<file path="src/rtl/core_host_seq.sv">
// Host-side initiator for main_core: parses header words from the host stream and
// issues commands, forwards write payload, returns read data, and answers SYNC probes.
module core_host_seq #(
    parameter int CMD_W = 16,
    parameter int CNT_W = 16
) (
    input  logic             clk,
    input  logic             rst,
    input  logic [63:0]      host_in,
    input  logic             host_in_isReady,
    output logic             host_in_canReceive,
    output logic [63:0]      host_out,
    output logic             host_out_isReady,
    input  logic             host_out_canReceive,
    output logic [CMD_W-1:0] cmd,
    output logic             cmd_hasAny,
    input  logic             cmd_consume,
    output logic [63:0]      core_in,
    output logic             core_in_isReady,
    input  logic             core_in_canReceive,
    input  logic [63:0]      core_out,
    input  logic             core_out_isReady,
    output logic             core_out_canReceive,
    output logic             busy
);

    typedef enum logic [2:0] {
        S_IDLE,
        S_CMD,
        S_WRITE,
        S_READ,
        S_SYNC
    } state_t;

    state_t           state;
    state_t           state_nx;
    logic [CMD_W-1:0] cmd_q;
    logic [CNT_W-1:0] remaining;
    logic [15:0]      txn_count;

    logic             hdr_take;
    logic             word_xfer;
    logic             done;
    logic [1:0]       hdr_kind;
    logic [CNT_W-1:0] hdr_count;
    logic             unused_hdr_bits;

    assign hdr_kind        = host_in[63:62];
    assign hdr_count       = CNT_W'(host_in[47:32]);
    assign unused_hdr_bits = ^host_in;
    assign busy            = (state != S_IDLE);

    always_comb begin
        state_nx            = state;
        hdr_take            = 1'b0;
        word_xfer           = 1'b0;
        done                = 1'b0;
        host_in_canReceive  = 1'b0;
        host_out            = '0;
        host_out_isReady    = 1'b0;
        cmd                 = '0;
        cmd_hasAny          = 1'b0;
        core_in             = '0;
        core_in_isReady     = 1'b0;
        core_out_canReceive = 1'b0;

        case (state)
            S_IDLE: begin
                host_in_canReceive = 1'b1;
                if (host_in_isReady) begin
                    hdr_take = 1'b1;
                    // zero-length WRITE/READ completes on the header itself
                    case (hdr_kind)
                        2'b00: state_nx = S_CMD;
                        2'b01: if (hdr_count == '0) done = 1'b1; else state_nx = S_WRITE;
                        2'b10: if (hdr_count == '0) done = 1'b1; else state_nx = S_READ;
                        default: state_nx = S_SYNC;
                    endcase
                end
            end
            S_CMD: begin
                cmd        = cmd_q;
                cmd_hasAny = 1'b1;
                if (cmd_consume) begin
                    state_nx = S_IDLE;
                    done     = 1'b1;
                end
            end
            S_WRITE: begin
                core_in            = host_in;
                core_in_isReady    = host_in_isReady;
                host_in_canReceive = core_in_canReceive;
                word_xfer          = host_in_isReady & core_in_canReceive;
                if (word_xfer && remaining == CNT_W'(1)) begin
                    state_nx = S_IDLE;
                    done     = 1'b1;
                end
            end
            S_READ: begin
                host_out            = core_out;
                host_out_isReady    = core_out_isReady;
                core_out_canReceive = host_out_canReceive;
                word_xfer           = core_out_isReady & host_out_canReceive;
                if (word_xfer && remaining == CNT_W'(1)) begin
                    state_nx = S_IDLE;
                    done     = 1'b1;
                end
            end
            S_SYNC: begin
                host_out         = {16'hA5A5, 16'h0000, 16'h0000, txn_count};
                host_out_isReady = 1'b1;
                if (host_out_canReceive) begin
                    state_nx = S_IDLE;
                    done     = 1'b1;
                end
            end
            default: state_nx = S_IDLE;
        endcase
    end

    always_ff @(posedge clk) begin
        if (rst) begin
            state     <= S_IDLE;
            cmd_q     <= '0;
            remaining <= '0;
            txn_count <= '0;
        end else begin
            state <= state_nx;
            if (hdr_take) begin
                cmd_q     <= host_in[CMD_W-1:0];
                remaining <= hdr_count;
            end else if (word_xfer) begin
                remaining <= remaining - CNT_W'(1);
            end
            if (done) begin
                txn_count <= txn_count + 16'd1;
            end
        end
    end

endmodule
</file>
<file path="config.mk">
export PLATFORM = sky130hd
export DESIGN_NAME = core_host_seq
export DESIGN_NICKNAME = d
export VERILOG_FILES = /design/src/rtl/core_host_seq.sv
export SDC_FILE = /design/constraint.sdc
export NUM_CORES = 1
export LEC_CHECK = 0
export BUFFER_PORTS_ARGS = -buffer_cell sky130_fd_sc_hd__buf_2
export CAP_MARGIN = 15
export CELL_PAD_IN_SITES_DETAIL_PLACEMENT = 0
export CELL_PAD_IN_SITES_GLOBAL_PLACEMENT = 1
export CORE_AREA = 2 2 118 120
export DETAILED_ROUTE_END_ITERATION = 8
export DIE_AREA = 0 0 120 122
export MAX_ROUTING_LAYER = met4
export PLACE_DENSITY = 0.92
export SYNTH_ARGS = -nofsm -noshare
export SYNTH_HDL_FRONTEND = slang
export SYNTH_SLANG_ARGS = --single-unit
</file>
<file path="constraint.sdc">
create_clock -name clk -period 7.4 [get_ports clk]
set_clock_uncertainty 0.1 [all_clocks]
set_input_delay 1.48 -clock clk [delete_from_list [all_inputs] [get_ports clk]]
set_output_delay 1.48 -clock clk [all_outputs]
set_load 0.05 [all_outputs]
</file>
== Word-level counts from Yosys, hierarchy flattened ==
Cells that the tools add are included.

* Logic and storage cells: 61
* Register bits after elaboration: 51
* Output and inout port bits: 150
* Input port bits: 135

* Add/subtract/negate cells: 2
* Reductions and logical operators: 9
* Bitwise operators: 2
* Muxes and demuxes: 30
* Equal/unequal tests: 14

{| class="wikitable"
|+ Operators by type and width
! operator !! number
|-
| case mux 64 bit (2 select lines) || 1
|-
| two-way mux 64 bit || 1
|-
| two-way mux 16 bit || 3
|-
| two-way mux 3 bit || 7
|-
| adder 16 x 1 -> 16 bit (second input constant) || 1
|-
| equality test 16 x 1 -> 1 bit (second input constant) || 1
|-
| zero test 16 bit || 1
|-
| subtractor 16 x 1 -> 16 bit (second input constant) || 1
|-
| case mux 3 bit (5 select lines) || 1
|-
| two-way mux 1 bit || 12
|-
| != test 2 bit (second input constant) || 5
|-
| case mux 3 bit (3 select lines) || 1
|-
| AND reduction 7 bit || 1
|-
| equality test 3 x 2 -> 1 bit (second input constant) || 2
|-
| != test 3 bit (second input constant) || 2
|-
| case mux 1 bit (2 select lines) || 3
|-
| case mux 1 bit (5 select lines) || 1
|-
| equality test 3 x 1 -> 1 bit (second input constant) || 1
|-
| equality test 3 bit (second input constant) || 1
|-
| zero test 3 bit || 1
|-
| nonzero test 3 bit || 1
|-
| AND 1 bit || 2
|-
| equality test 2 x 1 -> 1 bit (second input constant) || 1
|-
| equality test 2 bit (second input constant) || 1
|-
| other kinds (4) || 5
|}

== Depth between registers and ports, before layout ==
Gate-level depths: netlist of the first run.

* Depth after elaboration: 5
* Gate-level depth with buffers: 8
* Gate-level depth less buffers: 7

== Worst setup path after synthesis of the first run ==
No wires, ideal clock.

* Path kind: input-to-output
* From: in core_in_canReceive
* To: out host_in_canReceive
* Required time: 5,820 ps
* Path buffers: 0
* Stages on the path: 2
* Arrival time: 2,710 ps
* Slack: 3,110 ps
* Cells stage by stage: inv_1 -> a211oi_1

* Longest elaborated chain between the ends: 1

{| class="wikitable"
|+ RTL lines
! element !! RTL line !! text
|-
| start: declaration || 20 || <nowiki>input logic core_in_canReceive,</nowiki>
|-
| case mux 1 bit (2 select lines) || 67 || <nowiki>case (state)</nowiki>
|-
| end: declaration || 11 || <nowiki>output logic host_in_canReceive,</nowiki>
|}

No other way between the ends.

== Worst setup path after layout of the first run ==
* From: reg state[0]
* To: out host_out[56]

* Longest elaborated chain between the ends: 2
* Elaborated cells between the ends (all ways): 3
* Classes of those cells: 2 x eq/ne; 1 x mux

{| class="wikitable"
|+ RTL lines
! element !! RTL line !! text
|-
| start: declaration || 35 || <nowiki>state_t state;</nowiki>
|-
| start signal: assignment || 128 || <nowiki>state <= state_nx;</nowiki>
|-
| equality test 3 bit / equality test 3 x 2 -> 1 bit (equally long branches) || 67 ||
|-
| case mux 64 bit (2 select lines) (*) || 67 ||
|-
| end: declaration || 12 || <nowiki>output logic [63:0] host_out,</nowiki>
|}

Every way passes the cells marked *; elsewhere a longest branch is shown, timed or not.

==> reports/metrics.yaml, run 1 <==
finish:
  fin_nets: 902
  fillCellCount: 1431
  area_growth_pct: 44.4
  drive_above_1_share_pct: 42.3
  stdcell_area_sq_um: 5530
  multiInputGateArea_sq_um: 2650
  regArea_sq_um: 1020
  num_antenna_cells: 0
detailed_routing:
  drt-initial-drc-count: 302
  drc: 0
  dr.pass1.iters: 4
  routedWlPerCell_um: 13.6
  vias_per_cell: 4.57
  ant_nets: 0
  wirelength_um: 12800
  vias: 4305
timing:
  setup_viol: 0
  drv_slew: 0
  fin_crit_sh_pct: 53.4
  fmax_mhz: 253
  slew_headroom_pct: 32.8
  fin_crit_ns: 3.95
  tns_ns: 0
  rsz0062_at_grt: "no"
  worst_slew_pin_slew_ns: 1.00
  finalHoldViolations: 0
hold_path:
  worstHoldPathType: "flip-flop to flip-flop"
  whs_path_depth: 2
placed_design:
  portBuffers: 284
  dpl_cell_area_sq_um: 5370
  hpwlAfterDp_um: 9680
  gp_congestion: 0.794
worst_setup_path:
  crit_path_max_incr_delay_ns: 0.93
  crit_path_top_delay_cell: "and3b_2"
  arrival_ns: 2.37
  endpoint_kind: "output port"
  critPathLaunchType: "flip-flop"
  path_class: "flip-flop to output port"
  rr_worst_depth: 5
  path_cells: "and3b_2 -> a21o_1 -> buf_2"
  crit_required_ns: 5.82
  crit_fanout: 67
clock_tree:
  clock_latency_ns: 0.29
  hold_buffers: 0
  postCtsSetupRepairBufs: 0
  cts_resized: 0
  numCtsBuffers: 5
  path_clk_slew_ns: 0.07
  cts_htree_levels: 2
  clockRootBuffer: "clkbuf_16"
  cts_tree: "done"
  cts_sinks: 51
  clk_path_buf_depth: 2
pwr:
  leakage_uw: 0.00290
  ir_drop_uv: 86.4
  p_per_area_nw_per_um2: 187
logic_synthesis:
  synthesis.area_sq_um: 3830
  synth.avg_cell_area_sq_um: 7.63
  ys_seq_area_share_pct: 26.7
  syn_inst: 502
  synth_warnings: 0
  synth_flop_cell: "dfxtp_1"
  synth-seq-cells: 51
  synth_cell_types: 50
  synthArstFlopShare_pct: 0
  synth_fp_nets: 644
  synth-edff-count: 0
outcome:
  outcome: "completed"
floorplanning:
  io_pins: 285
  fp.dieW_um: 120
  core_sq_um: 13500
  start_util_pct: 28.4
  die_h_um: 122
  die_area_sq_um: 14600
  rows: 43
global_route:
  grt_max_degree: 68
  grt_pass1_vias: 3655
  grt_usage_pct: 16.4
  grt_antenna_before_repair: 0
  grt_overflow: 0
  grt_pass1_wl_um: 19100
flow_run:
  drv_cap: 0
metrics by stage:
step / power (uW) / instances / hold slack (ns) / worst slack, ns / utilization (%)
after floorplan: 679 / 502 / 0.332 / 3.11 / -
after global placement: 805 / 932 / 0.338 / 3.66 / 39.7
after detailed placement: 806 / 932 / 0.343 / 3.63 / 39.7
after CTS: 1040 / 940 / 0.354 / 3.50 / 40.8
after global routing: 1090 / 941 / 0.367 / 3.33 / 41.0
final: 1030 / 941 / 0.348 / 3.45 / 41.0
placed cells by master (no fill, tap or decap), types with 3 or more instances in the layout:
| cell type | count |
|---|---|
| nor4_1 | 5 |
| nand3_1 | 15 |
| nand2_1 | 45 |
| a21oi_1 | 32 |
| inv_1 | 8 |
| nand4_1 | 11 |
| clkbuf_16 | 5 |
| buf_4 | 3 |
| dfxtp_1 | 51 |
| o21ai_0 | 6 |
| nor2b_1 | 12 |
| nand3b_1 | 3 |
| and3_1 | 3 |
| xor2_1 | 12 |
| and2_1 | 124 |
| nor2_1 | 36 |
| a22o_1 | 16 |
| nor3_1 | 6 |
| a21o_1 | 11 |
| buf_2 | 284 |
| a211oi_1 | 14 |
| ha_1 | 7 |
| mux2_2 | 12 |
cells in the mapped netlist (2+ instances only):
cell type  number  area (sq um)
nor2_1         36           135
dfxtp_1        51          1020
nand3b_1        3          22.5
a22o_1         16           140
clkbuf_1       34           128
mux2_2         12           135
nor3_1          6          30.0
nand4_1        11          68.8
mux2_1          2          22.5
nor2b_1        12          75.1
nor4_1          5          31.3
nand3_1        15          75.1
o21ai_0         6          30.0
nand2b_1        2          12.5
xor2_1         12           105
buf_2           3          15.0
a211oi_1       14           105
a21oi_1        32           160
nor3b_1         3          22.5
nand2_1        45           169
a2111oi_4       2          55.1
and2_1        124           776
nand4b_1        2          17.5
or4_4           2          22.5
o21a_1          2          15.0
a21o_1         11          82.6
and3_1          3          18.8
ha_1            7          87.6
inv_1           8          30.0
final cells by class:
class	instances	area share (%)
Clock buffer	5	2.26
Clock inverter	3	0.339
Inverter	8	0.543
Multi-Input combinational cell	406	47.9
Sequential cell	51	18.5
Tap cell	180	4.07
Timing Repair Buffer	288	26.5
metal layers:
layer | GRT usage, % | vias to the layer above | share of wire (%)
met5 | - | - | 0
met4 | 2.94 | 0 | 0.55
met3 | 1.78 | 4 | 4.0
met2 | 24.9 | 107 | 46
met1 | 23.5 | 1966 | 49
li1 | - | 2228 | -
sequential cells by signal (all words and copies together), names as in the netlist:
name,flops
cmd_q,16
txn_count,16
remaining,16
state,3
report_power, final:
group / internal (uW) / switching (uW)
combinational: 136 / 337
sequential: 300 / 27.5
clock: 126 / 108
total: 562 / 473
cell families (layout without fill, tap and decap cells):
family	Yosys count	count (layout)	share of synthesized area (%)
buffers and inverters	45	304	4.51
AOI/OAI and AO/OA	94	94	17.8
muxes	14	14	4.12
xor gates and xnor gates	13	13	2.97
and+or+nand+nor	278	278	41.7
DFF	51	51	26.7
adders and majority gates	7	7	2.29
path summary, 6_finish.rpt:
kind | start | endpoint | slack, ns
worst max-delay path | state[0] | host_out[56] | 3.45
worst min-delay path | cmd_q[12] | cmd_q[12] | 0.35
worst max register to register | state[0] | txn_count[11] | 3.77
worst min register to register | cmd_q[12] | cmd_q[12] | 0.35
worst max-delay path: cells and delay by family, from the launching register on:
family	cells	cell delay [ns]
simple gates	1	0.93
flops	1	0.60
buf+inv	1	0.27
compound gates	1	0.26
(Power assumes the default switching activity.)
==> inputs of run 2 (changes only) <==
==> config.mk (replaced) <==
export PLATFORM = sky130hd
export DESIGN_NAME = core_host_seq
export DESIGN_NICKNAME = d
export VERILOG_FILES = /design/src/rtl/core_host_seq.sv
export SDC_FILE = /design/constraint.sdc
export NUM_CORES = 1
export LEC_CHECK = 0
export ABC_AREA = 1
export BUFFER_PORTS_ARGS = -buffer_cell sky130_fd_sc_hd__buf_2
export CAP_MARGIN = 15
export CELL_PAD_IN_SITES_DETAIL_PLACEMENT = 0
export CELL_PAD_IN_SITES_GLOBAL_PLACEMENT = 1
export CORE_AREA = 2 2 137 139
export DETAILED_ROUTE_END_ITERATION = 8
export DIE_AREA = 0 0 139 141
export MAX_ROUTING_LAYER = met4
export PLACE_DENSITY = 0.82
export SYNTH_ARGS = -nofsm -noshare
export SYNTH_HDL_FRONTEND = slang
export SYNTH_SLANG_ARGS = --single-unit
==> constraint.sdc (replaced) <==
create_clock -name clk -period 3.5 [get_ports clk]
set_clock_uncertainty 0.1 [all_clocks]
set_input_delay 0.7 -clock clk [delete_from_list [all_inputs] [get_ports clk]]
set_output_delay 0.7 -clock clk [all_outputs]
set_load 0.05 [all_outputs]
==> run 2 against run 1 <==
Net effect: non-clock buffer count up 4; wire length increased by 18%; cell count grew 33%; highest routed layer unchanged; setup slack lost 2.8 ns; area after synthesis increased by 7.3%; final area up 7.0%; sequential share of layout area fell by 1.2 points.
==> reports/metrics.yaml, run 2 <==
outcome:
  outcome: "completed"
pwr:
  seqPwrFrac_pct: 18.4  # -13 points
  leakage_uw: 0.00356  # +23%
  power_uw: 4520  # +340%
  ir_drop_uv: 546  # +530%
  p_comb_share_pct: 69.2  # +24 points
  p_per_area_nw_per_um2: 765  # +310%
  switching_share_pct: 59.9  # +14 points
  clkPwrFrac_pct: 12.5  # -10 points
  power_switching_uw: 2710  # +470%
  intPower_uw: 1820  # +220%
finish:
  layout_commonest_cell: "buf_2"
  fillCellCount: 2111  # +48%
  reg.largest.list: "cmd_q (16), remaining (16), txn_count (16)"
  fin_nets: 1164  # +29%
  area_growth_pct: 44.0
  num_antenna_cells: 0  # unchanged
  drive_above_1_share_pct: 30.2  # -12 points
  layout.cells.non_filler: 1256  # +33%
  final_cell_mix: "buf_2, nor2_1, inv_1"
  stdcell_area_sq_um: 5920  # +7.0%
clock_tree:
  path_clk_slew_ns: 0.07  # about the same
  postCtsSetupRepairBufs: 0  # unchanged
  hold_buffers: 0  # unchanged
  clock_latency_ns: 0.30  # about the same
  cts_htree_levels: 2  # unchanged
  cts_resized: 0  # unchanged
  cts_tree: "done"
  cts_sinks: 51  # unchanged
  clk_path_buf_depth: 2  # unchanged
  clockRootBuffer: "clkbuf_16"
  numCtsBuffers: 5  # unchanged
timing:
  fmax_mhz: 355
  slew_headroom_pct: 57.8  # +25 points
  timing.hold.ws_ns: 0.353  # +0.00452 ns
  worst_slew_pin_slew_ns: 0.631  # -0.373 ns
  finalHoldViolations: 0  # unchanged
  rsz0062_at_grt: "no"
  fin_crit_ns: 2.82
  fin_crit_sh_pct: 80.4
  setup_viol: 0  # unchanged
  drv_slew: 0  # unchanged
  tns_ns: 0  # unchanged
logic_synthesis:
  synth_flop_cell: "dfxtp_1"
  synthesis.area_sq_um: 4110  # +7.3%
  synthTopCellsByCount: "nor2_1, inv_1, nand2_1"
  synth_area_leaders: "dfxtp_1, nor2_1, inv_1, nand2_1, nand3_1"
  synth-seq-cells: 51  # unchanged
  synth_fp_nets: 897  # +39%
  yosysMostFrequentCell: "nor2_1"
  synth_warnings: 0  # unchanged
  synthArstFlopShare_pct: 0  # unchanged
  synth_top_area_share_pct: 24.8  # -1.8 points
  synth_top_area_cell: "dfxtp_1"
  synth-edff-count: 0  # unchanged
  synth_cell_types: 30  # -40%
  ys_seq_area_share_pct: 24.8  # -1.8 points
  synth.avg_cell_area_sq_um: 5.44  # -29%
  syn_inst: 755  # +50%
detailed_routing:
  dr.pass1.iters: 5  # +1
  ant_nets: 0  # unchanged
  vias_per_cell: 4.21  # -8.0%
  vias: 5284  # +23%
  wirelength_um: 15100  # +18%
  drt-initial-drc-count: 265  # -12%
  routedWlPerCell_um: 12.1  # -11%
  drc: 0  # unchanged
floorplanning:
  die_h_um: 141  # +16%
  io_pins: 285  # unchanged
  fp.dieW_um: 139  # +16%
  rows: 50  # +16%
  core_sq_um: 18300  # +35%
  start_util_pct: 22.5  # -5.9 points
  die_area_sq_um: 19600  # +34%
placed_design:
  dp.cells: 1249  # +34%
  dpl_cell_area_sq_um: 5760  # +7.3%
  portBuffers: 284  # unchanged
  gp_congestion: 0.832  # +4.9%
  hpwlAfterDp_um: 12200  # +26%
global_route:
  grt_usage_pct: 14.9  # -1.4 points
  grt_antenna_before_repair: 0  # unchanged
  grt_max_degree: 42  # -38%
  grt_overflow: 0  # unchanged
  grt_pass1_vias: 4698  # +29%
  grt_pass1_wl_um: 23400  # +22%
worst_setup_path:
  endpoint_kind: "output port"
  crit_fanout: 41  # -39%
  crit_required_ns: 2.70  # -3.12 ns
  arrival_ns: 2.02  # -0.35 ns
  path_class: "flip-flop to output port"
  critPathLaunchType: "flip-flop"
flow_run:
  drv_cap: 0  # unchanged
hold_path:
  worstHoldPathType: "flip-flop to flip-flop"
run 2: metal layers:
| metal | vias to the layer above | track usage, % | part of all wire, % |
|---|---|---|---|
| met5 | - | - | 0 |
| met2 | 176 | 24.7 | 48 |
| li1 | 2799 | - | - |
| met3 | 8 | 2.24 | 5.7 |
| met4 | 0 | 3.19 | 0.87 |
| met1 | 2301 | 19.4 | 46 |
run 2: cell type report:
cell class,instances,area (sq um),share of cell area [%]
Sequential cell,51,1020,17.3
Tap cell,234,293,4.95
Inverter,170,638,10.8
Timing Repair Buffer,292,1490,25.2
Clock inverter,1,30.0,0.508
Clock buffer,6,129,2.18
Multi-Input combinational cell,502,2310,39.1
run 2: cell families (layout without fill, tap and decap cells):
| logic type | after synthesis | after routing | share of synthesized area (%) |
|---|---|---|---|
| and+or+nand+nor | 393 | 393 | 39.9 |
| buffers and inverters | 202 | 469 | 19.0 |
| AOI/OAI and AO/OA | 93 | 93 | 12.1 |
| DFF | 51 | 51 | 24.8 |
| xor gates and xnor gates | 9 | 9 | 1.92 |
| adders and majority gates | 7 | 7 | 2.13 |
run 2: worst paths after layout:
check                 end  slack, ns  depth (start not counted)     start
max           core_in[40]       0.68                          5  state[2]
min              cmd_q[8]       0.35                          2  cmd_q[8]
max reg2reg  remaining[5]       1.17                         10  state[2]
min reg2reg      cmd_q[8]       0.35                          2  cmd_q[8]
run 2: worst max-delay path: stages, from the launching register on:
cell and delay, ns:
dfxtp_1 0.38, nor2_1 0.23, nand2_2 0.39, buf_12 0.32
nor2_1 0.10, buf_2 0.27
run 2: power by group through the flow:
stage	registers [uW]	logic, uW	clock network [uW]
detailed placement	842	3150	0
CTS	830	3160	582
global placement	839	3140	0
finish	831	3130	563
floorplan	818	2460	0
global route	851	3440	600
run 2: stage by stage:
| stage | setup slack [ns] | utilization [%] |
|---|---|---|
| floorplan | 0.411 | - |
| detailed placement | 0.962 | 31.5 |
| CTS | 0.634 | 32.4 |
| global route | 0.460 | 32.4 |
| finish | 0.685 | 32.4 |
| global placement | 1.01 | 31.5 |
==> inputs of run 3 (changes only) <==
--- a/config.mk
+++ b/config.mk
@@ -10,11 +10,11 @@
 export CAP_MARGIN = 15
 export CELL_PAD_IN_SITES_DETAIL_PLACEMENT = 0
 export CELL_PAD_IN_SITES_GLOBAL_PLACEMENT = 1
-export CORE_AREA = 2 2 137 139
+export CORE_AREA = 2 2 129 131
 export DETAILED_ROUTE_END_ITERATION = 8
-export DIE_AREA = 0 0 139 141
+export DIE_AREA = 0 0 131 133
 export MAX_ROUTING_LAYER = met4
-export PLACE_DENSITY = 0.82
+export PLACE_DENSITY = 0.87
 export SYNTH_ARGS = -nofsm -noshare
 export SYNTH_HDL_FRONTEND = slang
 export SYNTH_SLANG_ARGS = --single-unit
==> constraint.sdc (replaced) <==
create_clock -name clk -period 2.6 [get_ports clk]
set_clock_uncertainty 0.1 [all_clocks]
set_input_delay 0.52 -clock clk [delete_from_list [all_inputs] [get_ports clk]]
set_output_delay 0.52 -clock clk [all_outputs]
set_load 0.05 [all_outputs]
==> run 3 against run 2 <==
Net effect: combinational power increased by 37%; setup slack got worse by 0.48 ns; die area decreased by 11%; register-to-register slack got worse by 0.65 ns; first-iteration DRC count increased by 7.9%; global-route usage increased by 1.7 points; core utilization increased by 4.8 points; non-clock buffer count increased by 6; sequential power increased by 36%; flip-flop and latch count unchanged; total power increased by 39%; final area increased by 1.6%; largest power group unchanged; highest routed layer unchanged.
==> reports/metrics.yaml, run 3 (same netlist as run 2, synthesis figures left out) <==
outcome:
  outcome: "completed"
global_route:
  grt_overflow: 0  # unchanged
  grt_pass1_wl_um: 22900  # -1.9%
  grt_max_degree: 66  # +57%
  grt_usage_pct: 16.6  # +1.7 points
  grt_pass1_vias: 4784  # +1.8%
  grt_antenna_before_repair: 0  # unchanged
worst_setup_path:
  crit_fanout: 25  # -39%
  crit_path_max_incr_delay_ns: 0.47  # +0.08 ns
  crit_required_ns: 1.98  # -0.72 ns
  path_cells: "inv_1 -> nand3_1 -> buf_4 -> inv_1 -> a22o_1 -> buf_2"
  arrival_ns: 1.78  # -0.24 ns
  crit_path_top_delay_cell: "dfxtp_1"
  endpoint_kind: "output port"
  path_buf_inv: 4  # +2
  critPathLaunchType: "flip-flop"
  path_class: "flip-flop to output port"
  cpLargestDelayFamily: "buffers and inverters"
  cpMostUsedCell: "inv_1"
timing:
  fin_crit_sh_pct: 92.2
  worst_slew_pin_slew_ns: 0.570  # -0.0613 ns
  rsz0062_at_grt: "no"
  fin_crit_ns: 2.40
  setup_viol: 0  # unchanged
  fmax_mhz: 417
  drv_slew: 0  # unchanged
  finalHoldViolations: 0  # unchanged
  slew_headroom_pct: 61.7  # +3.9 points
placed_design:
  dpl_cell_area_sq_um: 5800  # +0.76%
  hpwlAfterDp_um: 11500  # -5.9%
  gp_congestion: 0.861  # +3.5%
  portBuffers: 284  # unchanged
detailed_routing:
  vias: 5227  # -1.1%
  routedWlPerCell_um: 11.5  # -4.8%
  dr.pass1.iters: 4  # -1
  ant_nets: 0  # unchanged
  drt-initial-drc-count: 286  # +7.9%
  vias_per_cell: 4.18  # -0.52%
  wirelength_um: 14300  # -5.4%
  drc: 0  # unchanged
pwr:
  leakage_uw: 0.00360  # +1.1%
  switching_share_pct: 58.7  # -1.2 points
  p_comb_share_pct: 68.3  # -0.9 points
  p_per_area_nw_per_um2: 1040  # +37%
  seqPwrFrac_pct: 17.9  # -0.5 points
  power_switching_uw: 3680  # +36%
  clkPwrFrac_pct: 13.8  # +1.3 points
  intPower_uw: 2590  # +43%
  ir_drop_uv: 599  # +9.7%
clock_tree:
  clock_latency_ns: 0.30  # about the same
  cts_htree_levels: 2  # unchanged
  clk_path_buf_depth: 2  # unchanged
  numCtsBuffers: 5  # unchanged
  cts_tree: "done"
  cts_sinks: 51  # unchanged
  path_clk_slew_ns: 0.07  # about the same
  clockRootBuffer: "clkbuf_16"
  hold_buffers: 0  # unchanged
finish:
  stdcell_area_sq_um: 6010  # +1.6%
  reg.largest.list: "cmd_q (16), remaining (16), txn_count (16)"
  final_cell_mix: "buf_2, nor2_1, inv_1"
  fillCellCount: 1841  # -13%
  fin_nets: 1170  # +0.52%
  num_antenna_cells: 0  # unchanged
  utilization_pct: 37.2  # +4.8 points
  layout_commonest_cell: "buf_2"
  drive_above_1_share_pct: 31.8  # +1.5 points
  area_growth_pct: 46.2
flow_run:
  drv_cap: 0  # unchanged
floorplanning:
  fp.dieW_um: 131  # -5.8%
  core_sq_um: 16200  # -11%
  die_area_sq_um: 17400  # -11%
  start_util_pct: 25.4  # +2.9 points
  rows: 47  # -6.0%
  die_h_um: 133  # -5.7%
  io_pins: 285  # unchanged
hold_path:
  worstHoldPathType: "flip-flop to flip-flop"
## run 3: cell types whose count changed in the layout (fill, tap and decap cells not counted), sizes merged
cell / before / now
inv: 170 / 169
clkinvlp: 0 / 1
buf: 292 / 298
bufinv: 1 / 2
## run 3: routing by layer
metal  vias to the layer above  share of wire, %  global-route usage, %
met1                      2254                48                   22.1
li1                       2818                 -                      -
met3                         9               4.1                   1.82
met2                       146                47                   26.8
met4                         0              0.98                   4.31
met5                         -                 0                      -
## run 3: path summary, 6_finish.rpt
| kind | slack, ns | cells past startpoint | from | to |
|---|---|---|---|---|
| worst min register to register | 0.36 | 2 | cmd_q[3] | cmd_q[3] |
| worst max register to register | 0.52 | 10 | state[1] | txn_count[7] |
| worst max-delay path | 0.20 | 6 | state[1] | host_out[4] |
| worst min-delay path | 0.36 | 2 | cmd_q[3] | cmd_q[3] |
## run 3: worst min-delay path: stages (launching register included)
cell,delay (ns)
dfxtp_1,0.30
inv_1,0.06
a21oi_1,0.06
## run 3: metrics by stage
| stage | hold WS [ns] | setup TNS [ns] | power [uW] | setup WS (ns) | cells |
|---|---|---|---|---|---|
| final | 0.357 | 0 | 6270 | 0.203 | 1249 |
| after global routing | 0.384 | 0 | 6780 | 0.0352 | 1249 |
| after CTS | 0.361 | 0 | 6300 | 0.132 | 1247 |
| after detailed placement | 0.350 | 0 | 5420 | 0.405 | 1239 |
| after global placement | 0.339 | 0 | 5430 | 0.431 | 1239 |
| after floorplan | 0.330 | -0.0166 | 4440 | -0.0166 | 755 |
## run 3: timing repair
item | 4_1_cts | 5_1_grt
gates resized for setup | 0 | 1
setup endpoints to repair | 0 | 1
setup buffers | 0 | 2
## run 3: final cells by class
cell class	count	area (sq um)	share of cell area (%)
multi-input combinational	502	2340	39.0
timing repair buffer	298	1540	25.6
sequential	51	1020	17.0
inverter	170	642	10.7
tap	220	275	4.58
clock buffer	6	129	2.14
clock inverter	2	60.1	0.999
## run 3: power groups by stage
stage / combinational, uW / sequential (uW) / clock [uW]
floorplan: 3330 / 1110 / 0
global placement: 4290 / 1140 / 0
detailed placement: 4280 / 1140 / 0
CTS: 4290 / 1120 / 888
global route: 4710 / 1150 / 915
finish: 4280 / 1130 / 865
